## config.mk

```make
export PLATFORM = sky130hd
export DESIGN_NAME = dac_wave_sequencer_flat
export DESIGN_NICKNAME = d
export VERILOG_FILES = /design/src/rtl/dac_wave_sequencer_if.sv /design/src/rtl/dac_wave_sequencer.sv /design/src/flat_wrapper.sv
export SDC_FILE = /design/constraint.sdc
export NUM_CORES = 1
export LEC_CHECK = 0
export ABC_AREA = 1
export CORE_MARGIN = 2
export CORE_UTILIZATION = 55
export DETAILED_ROUTE_END_ITERATION = 10
export PLACE_DENSITY_LB_ADDON = 0.15
export REMOVE_ABC_BUFFERS = 1
export SYNTH_ARGS = -nofsm -noshare
export SYNTH_HDL_FRONTEND = slang
export SYNTH_SLANG_ARGS = --single-unit
```

## constraint.sdc

```tcl
create_clock -name SPLB_Clk -period 3.85 [get_ports SPLB_Clk]
set_clock_uncertainty 0.15 [all_clocks]
set_input_delay 0.77 -clock SPLB_Clk [delete_from_list [all_inputs] [get_ports SPLB_Clk]]
set_output_delay 0.77 -clock SPLB_Clk [all_outputs]
set_load 0.02 [all_outputs]
```

## src/rtl/dac_wave_sequencer_if.sv

```systemverilog
// dac_wave_sequencer_if: register-bank, sample-memory and DAC-side signals of the playback sequencer
interface dac_wave_sequencer_if #(
  parameter int DAC_WIDTH  = 10,
  parameter int ADDR_WIDTH = 14,
  parameter int DIV_WIDTH  = 16
);
  logic                  Cfg_Start;
  logic                  Cfg_Stop;
  logic                  Cfg_Loop;
  logic [ADDR_WIDTH-1:0] Cfg_BaseAddr;
  logic [ADDR_WIDTH-1:0] Cfg_Length;
  logic [DIV_WIDTH-1:0]  Cfg_RateDiv;
  logic                  Mem_Rd;
  logic [ADDR_WIDTH-1:0] Mem_Addr;
  logic [DAC_WIDTH-1:0]  Mem_RdData;
  logic [DAC_WIDTH-1:0]  DAC_Data;
  logic                  DAC_Valid;
  logic                  Busy;
  logic                  Done_Irq;
  logic                  Dac_Pwrdn;
  modport master (
    output Cfg_Start, Cfg_Stop, Cfg_Loop, Cfg_BaseAddr, Cfg_Length, Cfg_RateDiv, Mem_RdData,
    input  Mem_Rd, Mem_Addr, DAC_Data, DAC_Valid, Busy, Done_Irq, Dac_Pwrdn
  );
  modport slave (
    input  Cfg_Start, Cfg_Stop, Cfg_Loop, Cfg_BaseAddr, Cfg_Length, Cfg_RateDiv, Mem_RdData,
    output Mem_Rd, Mem_Addr, DAC_Data, DAC_Valid, Busy, Done_Irq, Dac_Pwrdn
  );
endinterface

```

## src/rtl/dac_wave_sequencer.sv

```systemverilog
// dac_wave_sequencer: paced one-shot/loop playback from sample memory to the DAC register.
// Optional DAC_SEQ_AUTO_PWRDN_EN adds a WAKE phase and drives Dac_Pwrdn while idle.
module dac_wave_sequencer #(
  parameter int DAC_WIDTH   = 10,
  parameter int ADDR_WIDTH  = 14,
  parameter int DIV_WIDTH   = 16,
  parameter int WAKE_CYCLES = 64
) (
  input logic SPLB_Clk,
  input logic SPLB_Rst,
  dac_wave_sequencer_if.slave bus
);
  typedef enum logic [2:0] {
    IDLE,
`ifdef DAC_SEQ_AUTO_PWRDN_EN
    WAKE,
`endif
    FETCH,
    WAITD,
    RUN
  } state_t;
  state_t state, state_n;
  logic [ADDR_WIDTH-1:0] base, len, idx, idx_n, mem_addr;
  logic [DIV_WIDTH-1:0] per, cnt;
  logic [DAC_WIDTH-1:0] hold, dac_data;
  logic loop_m, last, rd_d, mem_rd, dac_valid, done_irq;
  logic start_ok, stop_now, emit, cont, at_end;
`ifdef DAC_SEQ_AUTO_PWRDN_EN
  localparam int WW = $clog2(WAKE_CYCLES + 1);
  logic [WW-1:0] wake_cnt;
`endif
  // emit marks the edge that loads the next sample, so DAC_Valid shows in the following cycle
  always_comb begin
    start_ok = bus.Cfg_Start && !bus.Cfg_Stop && (bus.Cfg_Length != '0);
    stop_now = bus.Cfg_Stop && (state != IDLE);
    emit = (state == WAITD) || (state == RUN && cnt == '0 && !last);
    at_end = idx == len - 1'b1;
    idx_n = at_end ? '0 : idx + 1'b1;
    cont = !(at_end && !loop_m);
    state_n = state;
    case (state)
`ifdef DAC_SEQ_AUTO_PWRDN_EN
      IDLE:  state_n = start_ok ? WAKE : IDLE;
      WAKE:  state_n = wake_cnt == '0 ? FETCH : WAKE;
`else
      IDLE:  state_n = start_ok ? FETCH : IDLE;
`endif
      FETCH: state_n = WAITD;
      WAITD: state_n = RUN;
      RUN:   state_n = last ? IDLE : RUN;
      default: state_n = IDLE;
    endcase
    if (stop_now) state_n = IDLE;
  end
  always_ff @(posedge SPLB_Clk) state <= SPLB_Rst ? IDLE : state_n;
  always_ff @(posedge SPLB_Clk) begin
    if (SPLB_Rst) begin
      base <= '0;
      len <= '0;
      per <= '0;
      loop_m <= 1'b0;
      idx <= '0;
      cnt <= '0;
      hold <= '0;
      last <= 1'b0;
      rd_d <= 1'b0;
      mem_rd <= 1'b0;
      mem_addr <= '0;
      dac_data <= '0;
      dac_valid <= 1'b0;
      done_irq <= 1'b0;
`ifdef DAC_SEQ_AUTO_PWRDN_EN
      wake_cnt <= '0;
`endif
    end else begin
      mem_rd <= 1'b0;
      dac_valid <= 1'b0;
      done_irq <= 1'b0;
      rd_d <= mem_rd && !stop_now;
      if (rd_d) hold <= bus.Mem_RdData;
      if (state == IDLE && start_ok) begin
        base <= bus.Cfg_BaseAddr;
        len <= bus.Cfg_Length;
        per <= bus.Cfg_RateDiv == '0 ? DIV_WIDTH'(1) : bus.Cfg_RateDiv;
        loop_m <= bus.Cfg_Loop;
        idx <= '0;
        last <= 1'b0;
`ifdef DAC_SEQ_AUTO_PWRDN_EN
        wake_cnt <= WW'(WAKE_CYCLES - 1);
`else
        mem_rd <= 1'b1;
        mem_addr <= bus.Cfg_BaseAddr;
`endif
      end
`ifdef DAC_SEQ_AUTO_PWRDN_EN
      if (state == WAKE) begin
        wake_cnt <= wake_cnt - 1'b1;
        if (wake_cnt == '0 && !stop_now) begin
          mem_rd <= 1'b1;
          mem_addr <= base;
        end
      end
`endif
      // with the shortest period the read data arrives on the emit cycle itself, so bypass hold
      if (emit && !stop_now) begin
        dac_data <= rd_d ? bus.Mem_RdData : hold;
        dac_valid <= 1'b1;
        cnt <= per;
        if (cont) begin
          idx <= idx_n;
          mem_rd <= 1'b1;
          mem_addr <= base + idx_n;
        end else begin
          last <= 1'b1;
        end
      end else if (state == RUN && cnt != '0) begin
        cnt <= cnt - 1'b1;
      end
      if (state == RUN && last && !stop_now) done_irq <= 1'b1;
    end
  end
  assign bus.Mem_Rd = mem_rd;
  assign bus.Mem_Addr = mem_addr;
  assign bus.DAC_Data = dac_data;
  assign bus.DAC_Valid = dac_valid;
  assign bus.Busy = state != IDLE;
  assign bus.Done_Irq = done_irq;
`ifdef DAC_SEQ_AUTO_PWRDN_EN
  assign bus.Dac_Pwrdn = state == IDLE;
`else
  assign bus.Dac_Pwrdn = 1'b0;
`endif
endmodule

```

## src/flat_wrapper.sv

```systemverilog
// flat-port wrapper written by rule: the top's interface ports become plain ports
module dac_wave_sequencer_flat 
#(
  parameter int DAC_WIDTH   = 10,
  parameter int ADDR_WIDTH  = 14,
  parameter int DIV_WIDTH   = 16,
  parameter int WAKE_CYCLES = 64
)
  (SPLB_Clk, SPLB_Rst, bus_Cfg_Start, bus_Cfg_Stop, bus_Cfg_Loop, bus_Cfg_BaseAddr, bus_Cfg_Length, bus_Cfg_RateDiv, bus_Mem_RdData, bus_Mem_Rd, bus_Mem_Addr, bus_DAC_Data, bus_DAC_Valid, bus_Busy, bus_Done_Irq, bus_Dac_Pwrdn);
  dac_wave_sequencer_if #(.DAC_WIDTH(DAC_WIDTH), .ADDR_WIDTH(ADDR_WIDTH), .DIV_WIDTH(DIV_WIDTH)) bus_i ();
  input logic SPLB_Clk;
  input logic SPLB_Rst;
  input wire logic [$bits(bus_i.Cfg_Start)-1:0] bus_Cfg_Start;
  input wire logic [$bits(bus_i.Cfg_Stop)-1:0] bus_Cfg_Stop;
  input wire logic [$bits(bus_i.Cfg_Loop)-1:0] bus_Cfg_Loop;
  input wire logic [$bits(bus_i.Cfg_BaseAddr)-1:0] bus_Cfg_BaseAddr;
  input wire logic [$bits(bus_i.Cfg_Length)-1:0] bus_Cfg_Length;
  input wire logic [$bits(bus_i.Cfg_RateDiv)-1:0] bus_Cfg_RateDiv;
  input wire logic [$bits(bus_i.Mem_RdData)-1:0] bus_Mem_RdData;
  output wire logic [$bits(bus_i.Mem_Rd)-1:0] bus_Mem_Rd;
  output wire logic [$bits(bus_i.Mem_Addr)-1:0] bus_Mem_Addr;
  output wire logic [$bits(bus_i.DAC_Data)-1:0] bus_DAC_Data;
  output wire logic [$bits(bus_i.DAC_Valid)-1:0] bus_DAC_Valid;
  output wire logic [$bits(bus_i.Busy)-1:0] bus_Busy;
  output wire logic [$bits(bus_i.Done_Irq)-1:0] bus_Done_Irq;
  output wire logic [$bits(bus_i.Dac_Pwrdn)-1:0] bus_Dac_Pwrdn;
  assign bus_i.Cfg_Start = bus_Cfg_Start;
  assign bus_i.Cfg_Stop = bus_Cfg_Stop;
  assign bus_i.Cfg_Loop = bus_Cfg_Loop;
  assign bus_i.Cfg_BaseAddr = bus_Cfg_BaseAddr;
  assign bus_i.Cfg_Length = bus_Cfg_Length;
  assign bus_i.Cfg_RateDiv = bus_Cfg_RateDiv;
  assign bus_i.Mem_RdData = bus_Mem_RdData;
  assign bus_Mem_Rd = bus_i.Mem_Rd;
  assign bus_Mem_Addr = bus_i.Mem_Addr;
  assign bus_DAC_Data = bus_i.DAC_Data;
  assign bus_DAC_Valid = bus_i.DAC_Valid;
  assign bus_Busy = bus_i.Busy;
  assign bus_Done_Irq = bus_i.Done_Irq;
  assign bus_Dac_Pwrdn = bus_i.Dac_Pwrdn;
  dac_wave_sequencer #(.DAC_WIDTH(DAC_WIDTH), .ADDR_WIDTH(ADDR_WIDTH), .DIV_WIDTH(DIV_WIDTH), .WAKE_CYCLES(WAKE_CYCLES)) u_core (.SPLB_Clk(SPLB_Clk), .SPLB_Rst(SPLB_Rst), .bus(bus_i));
endmodule
```

==> reports/metrics.yaml <==
outcome: "finished, final reports clean"
rr_worst_depth: 25
dpl.cell_count: 1103
synth_common_cells: "nand2_1 (271), dfxtp_1 (116), inv_1 (89)"
busiest_layer: "met2"
endpoint_kind: "flop"
synthesis.area_um2: 6190
clkLatencyLatePin_ps: 520
clock.fmax_mhz: 280
syn_area_per_cell_um2: 6.84
clk_path_buf_depth: 2
area_delta_synth_final_pct: 25.0
cts_buffers: 17
power.density_nw_per_um2: 428
hold_depth: 2
cts.sinks: 116
route.detailed.drc: 0
syn_inst: 904
dp_slack_ps: 218
cap_violations: 0
fp.dieH_um: 110
worstMarginPinSlew_ps: 736
fin_cells: 1133
core_um2: 10900
whs_ps: 280
post_drt_wl_per_cell_um: 13.5
hold_buffers: 0
crit_required_ps: 4120
netlist.top_cell.by_area: "dfxtp_1"
ys_async_sr_fraction_pct: 0
fill_cells: 952
synth-seq-cells: 116
dp_hpwl_mm: 10.4
initial_core_util_pct: 56.8
cts.clk_slew.worst_paths_ps: 60
synth_area_leaders: "dfxtp_1 (38%), nand2_1 (16%), a21oi_1 (5.6%)"
design.portCount: 88
placed_area_um2: 7150
final_nets: 1059
finalSetupViolCount: 0
hold_class: "flop to flop"
first_global_vias: 5592
drive_gt1_share_pct: 7.15
antenna_found_initial: 0
grt_max_degree: 79
grt_pass1_wl_mm: 25.8
final_max_slew_viol_count: 0
h-tree-depth: 4
synth_edf_count: 0
max_stage_delay_ps: 330
design_area_um2: 7730
finalCritPeriodShare_pct: 92.7
grt_overflow_total: 0
vias: 5963
holdPathEnd: "u_core.rd_d"
fin_ws_ps: 282
drtIter0Drc: 371
fin_total_pwr_mw: 3.31
grtUsageTotal_pct: 27.2
peakVddDrop_mv: 0.344
wirelength_mm: 15.3
num_antenna_cells: 0
synth_top_area_share_pct: 37.5
hp-start: "u_core.bus.Mem_Rd"
rsz0062_at_grt: "yes"
io_buffers: 86
start_kind: "flop"
worst-path-max-fanout: 7
synth_flop_cell: "dfxtp_1"
die_area_um2: 12100
r2r_start: "u_core.len[0]"
reg2reg_to: "u_core.bus.Mem_Addr[13]"
relSlewSlack_pct: 50.4
first_pass_iters: 5
postRouteAntennaNets: 0
final_core_util_pct: 71.0
tritoncts: "done"
root_buffer: "clkbuf_8"
grtUsageMet2_pct: 43.9
yosys_warnings: 0
timing.final.crit_period_ps: 3570
die_w_um: 110
p_leak_nw: 3.45
synth_cell_types: 43
met3_usage_pct: 7.29
hold_viol_final: 0
yosysMostFrequentCell: "nand2_1"
ys_seq_area_share_pct: 37.5
final.setup.tns_ps: 0
use_met1_pct: 36.1
crit_type: "flop to flop"
place_congestion: 0.892
rows: 38
via_per_inst: 5.26
arrival_ps: 3840
r2r_setup_slack_ps: 280
critical-path-slowest-cell: "dfxtp_1"
cpMostUsedCell: "inv_1"
-- worst max-delay path: cells and delay by family (launching register included) --
family / cells / cell delay [ps]
compound gates: 4 / 570
fa+ha+maj: 2 / 520
buf+inv: 8 / 660
flops: 1 / 330
simple gates: 11 / 1250
-- logic make-up after synthesis --
family | count (synthesis) | synth area share [%]
buffers and inverters | 130 | 8.17
and+or+nand+nor | 445 | 30.1
muxes | 10 | 1.62
DFF | 116 | 37.5
other | 1 | 0.0606
AOI/OAI and AO/OA | 152 | 14.0
xor gates and xnor gates | 33 | 4.89
adders and majority gates | 17 | 3.56
-- per-layer routing --
layer,vias to the layer above,part of all wire [%]
li1,3094,-
met1,2700,49
met2,155,45
met4,0,1.1
met3,14,5.5
met5,-,0
-- registers in the layout (all words and copies together) (netlist names) --
signal	flops
u_core.base	14
u_core.len	14
u_core.per	16
u_core.bus.DAC_Data	10
u_core.bus.Mem_Addr	14
u_core.idx	14
u_core.loop_m	1
u_core.state	2
u_core.bus.DAC_Valid	1
u_core.bus.Done_Irq	1
u_core.rd_d	1
u_core.bus.Mem_Rd	1
u_core.cnt	16
u_core.hold	10
u_core.last	1
-- area by class of cell --
cell class              count  area [µm²]  share of cell area (%)
clock buffers              19         432                    5.58
clock inverters            10         111                    1.44
inverters                  94         353                    4.56
multi-input cells         658        3400                    43.9
flip-flops and latches    116        2320                    30.0
well taps                 140         175                    2.27
repair buffers             96         943                    12.2
-- worst max path at each step --
stage | start | to | slack [ps]
final | u_core.len[0] | u_core.bus.Mem_Addr[13] | 280
after global routing | u_core.len[0] | u_core.bus.Mem_Addr[9] | -50
after CTS | u_core.len[0] | u_core.bus.Mem_Addr[10] | 160
after detailed placement | u_core.len[0] | u_core.bus.Mem_Addr[10] | 220
after global placement | u_core.len[0] | u_core.bus.Mem_Addr[10] | 280
after floorplan | bus_Cfg_Length[2] | u_core.bus.Mem_Addr[10] | 30
-- power breakdown --
| part | switching, mW | internal, mW |
|---|---|---|
| registers | 0.0431 | 1.26 |
| clock network | 0.538 | 0.920 |
| logic | 0.321 | 0.224 |
-- layout by cell type, fill, tap and decap left out, types with 3 or more instances in the layout --
cell type	netlist	layout
ha_1	16	15
mux2i_1	10	10
or2_2	5	5
xor2_1	24	24
nor3_1	11	11
nand2_1	271	267
a31oi_1	12	12
a211oi_1	10	10
o21ai_0	31	29
nand2_2	3	7
nand3_2	3	3
dfxtp_1	116	116
or2_1	4	4
nor2_2	5	6
nand3_1	53	53
nor4_1	7	7
nor2_4	2	3
a21oi_1	69	68
nor2_1	73	71
xnor2_1	8	8
o21ai_1	3	5
inv_2	4	4
clkinv_2	0	4
inv_1	89	89
clkbuf_16	0	16
buf_4	2	9
o22ai_1	14	14
clkdlybuf4s50_1	0	85
nand4_1	8	8
clkinvlp_4	0	3
-- repair_timing --
item | 4_1_cts | 5_1_grt
setup endpoints to repair | 0 | 7
resized for setup | 0 | 13
setup buffers | 0 | 1
Note: power is estimated with default switching activity, not from simulation.
